`src/rtl/pcm_mixer_player.sv`:
```
// rtl/pcm_mixer_player.sv - multi-voice 8-bit unsigned PCM player with shared byte fetch, volume, mix and saturation
module pcm_mixer_player #(
   parameter int NCH     = 4,
   parameter int ADDR_W  = 28,
   parameter int LEN_W   = 24,
   parameter int CLK_DIV = 3000
) (
   input  logic                    clk_sys,
   input  logic                    reset,
   input  logic [NCH*ADDR_W-1:0]   ch_start,
   input  logic [NCH*LEN_W-1:0]    ch_len,
   input  logic [NCH*4-1:0]        ch_vol,
   input  logic [NCH-1:0]          ch_loop,
   input  logic [NCH-1:0]          ch_trig,
   input  logic [NCH-1:0]          ch_stop,
   input  logic                    pause,
   output logic [ADDR_W-1:0]       mem_addr,
   output logic                    mem_rd,
   input  logic [7:0]              mem_data,
   input  logic                    mem_ready,
   output logic [15:0]             audio_out,
   output logic [NCH-1:0]          ch_busy,
   output logic                    overrun
);

   localparam int IW = (NCH > 1) ? $clog2(NCH) : 1;
   localparam int PW = (CLK_DIV > 1) ? $clog2(CLK_DIV) : 1;
   localparam int SW = 20;

   typedef enum logic [2:0] {S_IDLE, S_SEL, S_REQ, S_WAIT, S_MIX} state_t;

   state_t              state_q;
   logic [PW-1:0]       presc_q;
   logic [NCH-1:0]      active_q;
   logic [NCH-1:0]      done_q;
   logic [NCH-1:0]      pend_q;
   logic [ADDR_W-1:0]   pos_q  [NCH];
   logic [LEN_W-1:0]    rem_q  [NCH];
   logic [7:0]          samp_q [NCH];
   logic [IW-1:0]       cur_q;
   logic [ADDR_W-1:0]   mem_addr_q;
   logic                mem_rd_q;
   logic [15:0]         audio_q;
   logic                overrun_q;

   logic                tick_d;
   logic                fetch_d;
   logic                sel_found_d;
   logic [IW-1:0]       sel_idx_d;
   logic signed [SW-1:0]   term_d;
   logic signed [SW-1:0]   sum_d;
   logic signed [SW+3:0]   shift_d;
   logic [15:0]         audio_d;

   assign tick_d  = !pause && (presc_q == PW'(CLK_DIV - 1));
   assign fetch_d = (state_q == S_WAIT) && mem_ready;

   // lowest-index voice still pending and not stopped since the snapshot
   always_comb begin
      sel_found_d = 1'b0;
      sel_idx_d   = '0;
      for (int i = NCH - 1; i >= 0; i--) begin
         if (pend_q[i] && active_q[i]) begin
            sel_found_d = 1'b1;
            sel_idx_d   = IW'(i);
         end
      end
   end

   always_comb begin
      term_d = '0;
      sum_d  = '0;
      for (int i = 0; i < NCH; i++) begin
         term_d = (SW'($signed({1'b0, samp_q[i]})) - SW'(128))
                * SW'($signed({1'b0, ch_vol[i*4 +: 4]}));
         sum_d  = sum_d + term_d;
      end
      shift_d = {sum_d, 4'b0000};
      if (shift_d > 24'sd32767)
         audio_d = 16'h7FFF;
      else if (shift_d < -24'sd32768)
         audio_d = 16'h8000;
      else
         audio_d = shift_d[15:0];
   end

   always_ff @(posedge clk_sys) begin
      if (reset) begin
         state_q    <= S_IDLE;
         presc_q    <= '0;
         active_q   <= '0;
         done_q     <= '0;
         pend_q     <= '0;
         cur_q      <= '0;
         mem_addr_q <= '0;
         mem_rd_q   <= 1'b0;
         audio_q    <= '0;
         overrun_q  <= 1'b0;
         for (int i = 0; i < NCH; i++) begin
            pos_q[i]  <= '0;
            rem_q[i]  <= '0;
            samp_q[i] <= 8'h80;
         end
      end else begin
         if (!pause)
            presc_q <= tick_d ? '0 : presc_q + PW'(1);
         if (tick_d && state_q != S_IDLE)
            overrun_q <= 1'b1;

         case (state_q)
            S_IDLE: if (tick_d) begin
               pend_q  <= active_q;
               state_q <= S_SEL;
            end
            S_SEL: if (!pause) begin
               if (sel_found_d) begin
                  cur_q      <= sel_idx_d;
                  mem_addr_q <= pos_q[sel_idx_d];
                  mem_rd_q   <= 1'b1;
                  state_q    <= S_REQ;
               end else begin
                  state_q <= S_MIX;
               end
            end
            S_REQ: begin
               mem_rd_q <= 1'b0;
               state_q  <= S_WAIT;
            end
            S_WAIT: if (mem_ready) begin
               pend_q[cur_q] <= 1'b0;
               state_q       <= S_SEL;
            end
            S_MIX: if (!pause) begin
               audio_q <= audio_d;
               state_q <= S_IDLE;
            end
            default: state_q <= S_IDLE;
         endcase

         // later assignments win: fetch update < trigger < stop
         for (int i = 0; i < NCH; i++) begin
            if (tick_d && state_q == S_IDLE && done_q[i]) begin
               samp_q[i] <= 8'h80;
               done_q[i] <= 1'b0;
            end
            if (fetch_d && cur_q == IW'(i)) begin
               samp_q[i] <= mem_data;
               pos_q[i]  <= pos_q[i] + ADDR_W'(1);
               rem_q[i]  <= rem_q[i] - LEN_W'(1);
               if (rem_q[i] == LEN_W'(1)) begin
                  if (ch_loop[i] && ch_len[i*LEN_W +: LEN_W] != '0) begin
                     pos_q[i] <= ch_start[i*ADDR_W +: ADDR_W];
                     rem_q[i] <= ch_len[i*LEN_W +: LEN_W];
                  end else begin
                     active_q[i] <= 1'b0;
                     done_q[i]   <= 1'b1;
                  end
               end
            end
            if (ch_trig[i] && ch_len[i*LEN_W +: LEN_W] != '0) begin
               pos_q[i]    <= ch_start[i*ADDR_W +: ADDR_W];
               rem_q[i]    <= ch_len[i*LEN_W +: LEN_W];
               active_q[i] <= 1'b1;
               done_q[i]   <= 1'b0;
            end
            if (ch_stop[i]) begin
               active_q[i] <= 1'b0;
               samp_q[i]   <= 8'h80;
               done_q[i]   <= 1'b0;
            end
         end
      end
   end

   assign mem_addr  = mem_addr_q;
   assign mem_rd    = mem_rd_q;
   assign audio_out = audio_q;
   assign ch_busy   = active_q;
   assign overrun   = overrun_q;

endmodule

```
`config.mk`:
```
export PLATFORM = sky130hd
export DESIGN_NAME = pcm_mixer_player
export DESIGN_NICKNAME = d
export VERILOG_FILES = /design/src/rtl/pcm_mixer_player.sv
export SDC_FILE = /design/constraint.sdc
export NUM_CORES = 1
export LEC_CHECK = 0
export BUFFER_PORTS_ARGS = -buffer_cell sky130_fd_sc_hd__buf_2
export CORE_MARGIN = 4
export CORE_UTILIZATION = 60
export DETAILED_ROUTE_END_ITERATION = 10
export PLACE_DENSITY_LB_ADDON = 0.25
export SLEW_MARGIN = 20
export SYNTH_ARGS = -nofsm -noshare
export SYNTH_HDL_FRONTEND = slang
export SYNTH_SLANG_ARGS = --single-unit
```
`constraint.sdc`:
```
create_clock -name clk_sys -period 12.7 [get_ports clk_sys]
set_input_delay 0.635 -clock clk_sys [delete_from_list [all_inputs] [get_ports clk_sys]]
set_output_delay 0.635 -clock clk_sys [all_outputs]
set_load 0.1 [all_outputs]
```
==> flow_summary.json, run 1 <==
{
  "final_common_cell": "nand2_1",
  "dp_hpwl_mm": 47.2,
  "grt_antenna_before_repair": 11,
  "dr_total_vias": 19048,
  "ys.flop_type": "edfxtp_1",
  "worst_ep_arrival_time_ns": 7.65,
  "avgRoutedWirePerCell_um": 19.3,
  "cap_violations": 0,
  "hold_viol_final": 0,
  "cp_data_required_time_ns": 13.13,
  "cts_max_level": 2,
  "yosysWarnings": 0,
  "yosysSeqAreaShare_pct": 37.2,
  "path_max_fanout": 11,
  "fmax_mhz": 139,
  "drc": 0,
  "via_per_inst": 5.93,
  "drive_gt1_share_pct": 14.2,
  "grt_use_total_pct": 29.4,
  "syn2layout_area_growth_pct": 13.1,
  "vdd_drop_max_v": 0.000201,
  "fin_crit_ns": 7.21,
  "tightest_slew_ns": 1.11,
  "cp-end-kind": "flop",
  "post-route-period-util_pct": 56.8,
  "io_pins": 298,
  "core_mm2": 0.0379,
  "leakagePower_uw": 0.0105,
  "cp-start-kind": "flop",
  "hp-class": "in2reg",
  "drv_slew": 0,
  "ys_ff_latch": 312,
  "rows": 71,
  "slew-limit-headroom_pct": 25.7,
  "synth-edff-count": 240,
  "setup_viol": 0,
  "worstSetupPathType": "reg2reg",
  "grt_max_degree": 104,
  "setup_tns_ns": 0,
  "synthCells": 2428,
  "synth.avg_cell_area_um2": 9.58,
  "drtPass1Iterations": 6,
  "final_cell_mix": "nand2_1, buf_2, edfxtp_1",
  "cts_buffers": 35,
  "clk_pin_slew_worst_paths_ns": 0.06,
  "portBuffers": 297,
  "grt_pass1_vias": 19164,
  "initial_utilization_pct": 61.3,
  "syn_area_mm2": 0.0233,
  "post_cts_buffers": 0,
  "instances_no_fill": 3214,
  "synth_nets": 2904,
  "nets": 3144,
  "cts_resized": 0,
  "gp_congestion": 0.942,
  "wl_mm": 62.2,
  "hold_buffers": 0,
  "cts_buffer_depth": 3,
  "die_x_um": 205,
  "power_per_cell_area_mw_per_mm2": 160,
  "dp.cells": 3142,
  "cts_tree": "done",
  "overflow": 0,
  "drt_iter0_markers": 1494,
  "ys_types": 68,
  "clock_skew_ns": 0.0282,
  "clock-sinks": 312,
  "die-height_um": 205,
  "dieArea_mm2": 0.0420,
  "status": "finished, final reports clean",
  "cts_root_buffer": "clkbuf_16",
  "synthArstFlopShare_pct": 0,
  "clk_latency_ns": 0.54,
  "rsz0062_at_grt": "no",
  "grt_pass1_wl_mm": 99.3,
  "final_antenna_net_count": 0
}
==> per-layer routing <==
| metal | global-route usage, % | wire length, µm | vias to the layer above |
|---|---|---|---|
| met4 | 12.3 | 2900 | 4 |
| met2 | 51.9 | 31700 | 645 |
| met1 | 36.5 | 24000 | 9284 |
| met5 | 0 | 21 | - |
| li1 | - | - | 8957 |
| met3 | 3.97 | 3580 | 158 |
==> layout make-up <==
cell class	count	area, µm²
repair buffers	313	1630
diodes	9	22.5
flip-flops and latches	312	8650
well taps	511	639
multi-input cells	1793	13400
inverters	213	800
clock buffers	49	1020
fillers	2957	11600
clock inverters	14	149
==> stage by stage <==
step	power, µW	worst slack (ns)	instance area [µm²]	util, %	hold slack (ns)
global placement	3090	5.44	25100	66.1	0.445
CTS	4210	5.51	26300	69.3	0.362
global route	4540	5.11	26300	69.3	0.379
floorplan	2720	5.76	23300	-	0.432
detailed placement	3150	5.17	25100	66.2	0.452
finish	4210	5.49	26300	69.3	0.372
==> synth_stat cells, types with 17 or more instances <==
library cell | count | area (µm²)
nand2_1 | 305 | 1140
edfxtp_1 | 240 | 7210
inv_1 | 213 | 800
nor2_1 | 210 | 788
fa_1 | 141 | 2820
and2_1 | 138 | 863
xnor2_1 | 115 | 1010
o31ai_1 | 98 | 736
xor2_1 | 93 | 815
a211oi_1 | 91 | 683
ha_1 | 87 | 1090
clkbuf_1 | 86 | 323
dfxtp_1 | 72 | 1440
a21oi_1 | 59 | 295
nand3_1 | 55 | 275
o2bb2ai_1 | 52 | 455
nor4_1 | 50 | 313
nor3_1 | 45 | 225
nand2b_1 | 33 | 206
a311oi_1 | 31 | 272
nand4_1 | 29 | 181
and3_1 | 17 | 106
o21ai_0 | 17 | 85.1
==> registers in the layout (all words and copies together) (netlist names) <==
signal and count:
pos_q 112, rem_q 96, samp_q 32, mem_addr 28, audio_out 13, presc_q 12, ch_busy 4, done_q 4
pend_q 4, state_q 3, cur_q 2, mem_rd 1, overrun 1
==> logic make-up (layout without fill, tap and decap cells) <==
logic type                 Yosys count  in the layout  synth area share, %
AOI/OAI and AO/OA                  408            408                 12.7
other                                0              9                    0
muxes                                9              9                0.398
adders and majority gates          228            228                 16.8
buffers and inverters              323            589                 5.47
xor gates and xnor gates           208            208                 7.83
DFF                                312            312                 37.2
and+or+nand+nor                    940            940                 19.6
==> where the power goes <==
part | leakage (µW) | internal [µW] | switching, µW
Clock | 0.000569 | 623 | 428
Combinational | 0.00681 | 787 | 1120
Sequential | 0.00313 | 1170 | 71.1
==> final timing paths <==
path / slack [ns] / endpoint / cells after the start / startpoint
max reg2reg: 5.49 / audio_out[8] / 19 / samp_q[2][7]
min reg2reg: 0.46 / done_q[2] / 2 / done_q[2]
min: 0.37 / pos_q[2][23] / 3 / ch_start[79]
max: 5.49 / audio_out[8] / 19 / samp_q[2][7]
==> critical path, cell delays in order (launching register included) <==
cell and delay (ns):
edfxtp_1 0.44, nand2b_1 0.27, fa_1 0.65, fa_1 0.51
fa_1 0.53, inv_1 0.05, fa_1 0.52, fa_1 0.45
fa_1 0.56, inv_1 0.06, fa_1 0.52, inv_1 0.04
ha_1 0.36, a21oi_1 0.27, o21ai_0 0.19, o21bai_1 0.21
a221oi_1 0.53, xnor2_1 0.46, o221ai_1 0.26, a211oi_1 0.25
(Power assumes the default switching activity.)
==> run 2: changes to the inputs <==
--- a/config.mk
+++ b/config.mk
@@ -5,6 +5,7 @@
 export SDC_FILE = /design/constraint.sdc
 export NUM_CORES = 1
 export LEC_CHECK = 0
+export ABC_AREA = 1
 export BUFFER_PORTS_ARGS = -buffer_cell sky130_fd_sc_hd__buf_2
 export CORE_MARGIN = 4
 export CORE_UTILIZATION = 60
==> constraint.sdc (replaced) <==
create_clock -name clk_sys -period 6.7 [get_ports clk_sys]
set_input_delay 0.335 -clock clk_sys [delete_from_list [all_inputs] [get_ports clk_sys]]
set_output_delay 0.335 -clock clk_sys [all_outputs]
set_load 0.1 [all_outputs]
==> flow_summary.json, run 2 <==
{
  "status": "finished, final reports clean",
  "dp_hpwl_mm": 55.8,
  "nets": 3941,
  "ys_types": 56,
  "gp_congestion": 0.964,
  "setup_viol": 0,
  "slew-limit-headroom_pct": 31.4,
  "final_core_util_pct": 67.5,
  "die_x_um": 214,
  "grt_pass1_vias": 22115,
  "ys.flop_type": "edfxtp_1",
  "tightest_slew_ns": 1.03,
  "cp-start-kind": "flop",
  "cts_buffer_depth": 3,
  "startpoint": "samp_q[3][4]",
  "io_pins": 298,
  "final_cell_mix": "inv_1, nand2_1, nor2_1",
  "place_area_mm2": 0.0271,
  "syn2layout_area_growth_pct": 11.3,
  "ys_ff_latch": 312,
  "hold_buffers": 0,
  "min_from": "ch_start[99]",
  "p_seq_share_pct": 31.1,
  "synthArstFlopShare_pct": 0,
  "min_path_cells": 3,
  "worstSetupPathType": "reg2reg",
  "yosysTopAreaCellShare_pct": 28.4,
  "swShare_pct": 40.2,
  "rows": 75,
  "synth_common_cells": "nand2_1, inv_1, nor2_1, edfxtp_1, o21ai_0",
  "power.internal_uw": 4510,
  "rr_worst_depth": 27,
  "cp_data_required_time_ns": 7.13,
  "cts_max_level": 2,
  "synth_top_area_cell": "edfxtp_1",
  "dr_total_vias": 22416,
  "final_antenna_net_count": 0,
  "die-height_um": 214,
  "grt_use_total_pct": 31.0,
  "initial_utilization_pct": 60.7,
  "vdd_drop_max_v": 0.000263,
  "crit-reg2reg-launch": "samp_q[3][4]",
  "wl_mm": 71.2,
  "path_max_fanout": 6,
  "clock_skew_ns": 0.0164,
  "drt_iter0_markers": 1924,
  "final_common_cell": "inv_1",
  "largest-register": "pos_q",
  "portBuffers": 297,
  "grt_max_degree": 85,
  "syn_area_mm2": 0.0254,
  "nFillCells": 3585,
  "largestRegisters": "pos_q: 112 flops, rem_q: 96 flops, samp_q: 32 flops",
  "clkPwrFrac_pct": 25.9,
  "synth.avg_cell_area_um2": 7.88,
  "power_per_cell_area_mw_per_mm2": 267,
  "clk_latency_ns": 0.56,
  "synthCells": 3223,
  "via_per_inst": 5.56,
  "cts_buffers": 37,
  "drc": 0,
  "dp.cells": 3964,
  "cap_violations": 0,
  "yosysWarnings": 0,
  "grt_pass1_wl_mm": 112,
  "drtPass1Iterations": 5,
  "synth_nets": 3699,
  "regArea_mm2": 0.00865,
  "cts_tree": "done",
  "clk_pin_slew_worst_paths_ns": 0.06,
  "post-route-period-util_pct": 95.9,
  "hold_viol_final": 0,
  "hp-class": "in2reg",
  "design_area_mm2": 0.0283,
  "largest_reg_flops": 112,
  "cts_root_buffer": "clkbuf_16",
  "netlist_top_cells_area": "edfxtp_1, fa_1, nand2_1",
  "p_sw_uw": 3030,
  "synth_most_common_cell": "nand2_1",
  "multi_input_area_mm2": 0.0141,
  "grt_antenna_before_repair": 2,
  "yosysSeqAreaShare_pct": 34.1,
  "combPwrFrac_pct": 43.0,
  "fmax_mhz": 156,
  "clock-sinks": 312,
  "overflow": 0,
  "drv_slew": 0,
  "avgRoutedWirePerCell_um": 17.7,
  "drive_gt1_share_pct": 14.1,
  "core_mm2": 0.0419,
  "worst_ep_arrival_time_ns": 6.85,
  "instances_no_fill": 4034,
  "cp-end-kind": "flop",
  "leakagePower_uw": 0.0135,
  "dieArea_mm2": 0.0457,
  "fin_crit_ns": 6.42,
  "synth-edff-count": 240
}
## run 2: cell count changes in the layout (fill, tap and decap cells not counted), moves of 35 or more
cell	previous run	this run
nand2_1	304	551
nand3_1	54	89
a211oi_1	91	12
and2_1	138	2
o2bb2ai_1	52	0
o31ai_1	98	1
inv_1	213	555
xnor2_1	115	50
a21oi_1	58	112
o21ai_2	0	51
xor2_1	93	136
nor2_1	209	504
o21ai_0	17	226
## run 2: per-stage QoR
stage | hold WS [ns] | setup slack [ns] | total power [µW] | TNS, ns
finish | 0.0587 | 0.276 | 7540 | 0
global route | 0.0452 | -0.0108 | 8110 | -0.0108
CTS | 0.0309 | 0.209 | 7480 | 0
detailed placement | 0.455 | 0.201 | 5520 | 0
global placement | 0.449 | 0.293 | 5450 | 0
floorplan | 0.441 | 0.592 | 4730 | 0
## run 2: path summary, 6_finish.rpt
| path | to | slack, ns |
|---|---|---|
| min reg2reg | done_q[0] | 0.46 |
| min | pos_q[3][15] | 0.06 |
| max | audio_out[14] | 0.28 |
| max reg2reg | audio_out[14] | 0.28 |
## run 2: logic make-up (layout without fill, tap and decap cells)
logic type                 count (synthesis)  count (layout)  synth area share (%)
other                                      0               1                     0
buffers and inverters                    672             942                  10.6
DFF                                      312             312                  34.1
adders and majority gates                228             228                  15.4
xor gates and xnor gates                 186             186                  6.42
and+or+nand+nor                         1360            1361                  22.9
AOI/OAI and AO/OA                        465             465                  10.6
## run 2: cell type report
class	instances	area share (%)
Timing Repair Buffer	313	5.68
Antenna cell	1	0.00885
Sequential cell	312	30.6
Multi-Input combinational cell	2240	49.9
Inverter	561	7.46
Tap cell	539	2.39
Clock inverter	18	0.496
Clock buffer	50	3.52
## run 2: what timing repair did
item                                    CTS  global route
endpoints found under the setup margin    0            11
setup buffers                             0             0
gates resized for setup                   0             9
## run 2: power groups by stage
stage | logic [µW] | registers (µW) | clock network (µW)
CTS | 3170 | 2340 | 1970
global route | 3690 | 2360 | 2060
global placement | 3080 | 2380 | 0
floorplan | 2390 | 2340 | 0
finish | 3250 | 2340 | 1950
detailed placement | 3140 | 2380 | 0
## run 2: critical path, cell delays in order (launching register included)
cell and delay (ns):
edfxtp_1 0.47, nand2_1 0.10, inv_1 0.06, fa_1 0.46, fa_1 0.58, inv_1 0.07
fa_1 0.54, inv_1 0.06, fa_1 0.52, fa_1 0.44, fa_1 0.57, inv_1 0.07
fa_1 0.54, inv_1 0.05, ha_1 0.38, nand2_1 0.11, inv_1 0.10, nand2_1 0.06
nand2_1 0.09, nand2_1 0.10, nand3_1 0.12, nand2_1 0.06, nand2_1 0.06, nand3_1 0.09
o21bai_2 0.21, nand2_2 0.15, nor2_1 0.18, nor2_1 0.06
## run 2: per-layer routing
layer / vias up / wire, µm / GRT usage [%]
li1: 10771 / - / -
met1: 10530 / 28000 / 39.1
met2: 892 / 33900 / 51.4
met3: 221 / 5050 / 5.09
met4: 2 / 4330 / 16.8
met5: - / 7 / 0
==> run 3: changes to the inputs <==
--- a/config.mk
+++ b/config.mk
@@ -5,7 +5,7 @@
 export SDC_FILE = /design/constraint.sdc
 export NUM_CORES = 1
 export LEC_CHECK = 0
-export ABC_AREA = 1
+export ABC_AREA = 0
 export BUFFER_PORTS_ARGS = -buffer_cell sky130_fd_sc_hd__buf_2
 export CORE_MARGIN = 4
 export CORE_UTILIZATION = 60
==> constraint.sdc (replaced) <==
create_clock -name clk_sys -period 7.73 [get_ports clk_sys]
set_input_delay 0.3865 -clock clk_sys [delete_from_list [all_inputs] [get_ports clk_sys]]
set_output_delay 0.3865 -clock clk_sys [all_outputs]
set_load 0.1 [all_outputs]
==> flow_summary.json, run 3 (same netlist as run 1, synthesis figures left out) <==
{
  "overflow": 0,
  "dr_total_vias": 18935,
  "grt_pass1_wl_mm": 98.7,
  "worstSetupPathType": "reg2reg",
  "tightest_slew_ns": 1.11,
  "via_per_inst": 5.90,
  "hold_viol_final": 0,
  "wl_mm": 61.8,
  "clock-sinks": 312,
  "power.internal_uw": 4250,
  "slew-limit-headroom_pct": 25.9,
  "vdd_drop_max_v": 0.000400,
  "io_pins": 298,
  "cp-end-kind": "flop",
  "dieArea_mm2": 0.0420,
  "grt_util_met2_pct": 51.2,
  "drive_gt1_share_pct": 14.4,
  "cts_resized": 0,
  "clk_latency_ns": 0.52,
  "grt_antenna_before_repair": 7,
  "worst_ep_arrival_time_ns": 7.67,
  "grt_pass1_vias": 19388,
  "grt_use_total_pct": 29.2,
  "leakagePower_uw": 0.0105,
  "gp_congestion": 0.938,
  "nets": 3143,
  "final_antenna_net_count": 0,
  "portBuffers": 297,
  "initial_utilization_pct": 61.3,
  "hold_buffers": 0,
  "largest-register": "pos_q",
  "largest_reg_flops": 112,
  "drc": 0,
  "syn2layout_area_growth_pct": 13.1,
  "use_met3_pct": 4.37,
  "final_core_util_pct": 69.4,
  "cp_data_required_time_ns": 8.08,
  "power_per_cell_area_mw_per_mm2": 263,
  "core_mm2": 0.0379,
  "p_seq_share_pct": 29.5,
  "die_x_um": 205,
  "grt_max_degree": 104,
  "die-height_um": 205,
  "cts_buffer_depth": 3,
  "status": "finished, final reports clean",
  "setup_viol": 0,
  "setup_tns_ns": 0,
  "cts_buffers": 35,
  "final_common_cell": "nand2_1",
  "swShare_pct": 38.7,
  "grtUsageMet1_pct": 36.2,
  "drv_slew": 0,
  "cp-start-kind": "flop",
  "post_cts_buffers": 0,
  "cts_root_buffer": "clkbuf_16",
  "cap_violations": 0,
  "path_max_fanout": 12,
  "largestRegisters": "pos_q: 112 flops, rem_q: 96 flops, samp_q: 32 flops",
  "p_sw_uw": 2680,
  "clk_pin_slew_worst_paths_ns": 0.06,
  "drt_iter0_markers": 1597,
  "fin_crit_ns": 7.33,
  "final_cell_mix": "nand2_1, buf_2, edfxtp_1",
  "clock_skew_ns": 0.0202,
  "drtPass1Iterations": 6,
  "grt_busiest_layer": "met2",
  "fmax_mhz": 136,
  "hp-class": "in2reg",
  "dp_hpwl_mm": 47.0,
  "combPwrFrac_pct": 45.5,
  "post-route-period-util_pct": 94.8,
  "rsz0062_at_grt": "no",
  "cts_max_level": 2,
  "clkPwrFrac_pct": 24.9,
  "rrSetupSlack_ns": 0.40,
  "avgRoutedWirePerCell_um": 19.3,
  "rows": 71,
  "cts_tree": "done"
}
## run 3: changes by cell type in the layout (fill, tap and decap cells not counted), sizes merged, moves of 52 or more
cell | before | now
a21oi | 113 | 59
inv | 562 | 216
o21ai | 280 | 33
o2bb2ai | 0 | 52
nand2 | 571 | 305
a211oi | 13 | 91
o31ai | 1 | 98
nor2 | 526 | 211
xnor2 | 50 | 115
and2 | 2 | 138
## run 3: critical path, stage by stage, from the launching register on
cell      delay [ns]
edfxtp_1        0.42
nand2b_1        0.27
fa_1            0.66
fa_1            0.50
fa_1            0.56
inv_1           0.06
fa_1            0.53
fa_1            0.46
fa_1            0.56
inv_1           0.06
fa_1            0.53
inv_1           0.04
ha_1            0.36
a21oi_1         0.29
o21ai_0         0.13
a221oi_1        0.34
o41ai_1         0.17
xnor2_1         0.25
nand2_1         0.11
o31ai_2         0.71
a211oi_1        0.18
## run 3: power by group through the flow
stage	Combinational [µW]	Clock (µW)	Sequential [µW]
2_1_floorplan	2410	0	2050
3_3_place_gp	3030	0	2070
3_5_place_dp	3120	0	2080
4_1_cts	3140	1740	2040
5_1_grt	3580	1810	2060
6_report	3150	1730	2050
## run 3: per-stage QoR
step                      setup slack [ns]  instance area [µm²]  instances  hold slack [ns]  power, µW
after global placement               0.357                25100       3140            0.442       5100
after CTS                            0.517                26300       3204            0.128       6920
after global routing                0.0513                26300       3209            0.138       7440
after floorplan                       1.04                23300       2428            0.432       4460
final                                0.403                26300       3210            0.136       6920
after detailed placement             0.478                25100       3141            0.449       5190
## run 3: metal layers
metal  vias to the layer above  share of wire [%]
met1                      9122                 38
met4                         4                4.6
met5                         -              0.032
li1                       8962                  -
met3                       162                6.4
met2                       685                 51
## run 3: final cells by class
class | count | area (µm²)
diodes | 6 | 15.0
repair buffers | 312 | 1620
fillers | 2974 | 11600
well taps | 511 | 639
inverters | 213 | 800
clock buffers | 48 | 1050
flip-flops and latches | 312 | 8650
multi-input cells | 1793 | 13400
clock inverters | 15 | 136
## run 3: worst paths after layout
| kind | startpoint | to | cells after the start |
|---|---|---|---|
| max | samp_q[2][7] | audio_out[6] | 20 |
| min | ch_start[33] | pos_q[1][5] | 3 |
| max reg2reg | samp_q[2][7] | audio_out[6] | 20 |
| min reg2reg | audio_out[15] | audio_out[15] | 2 |
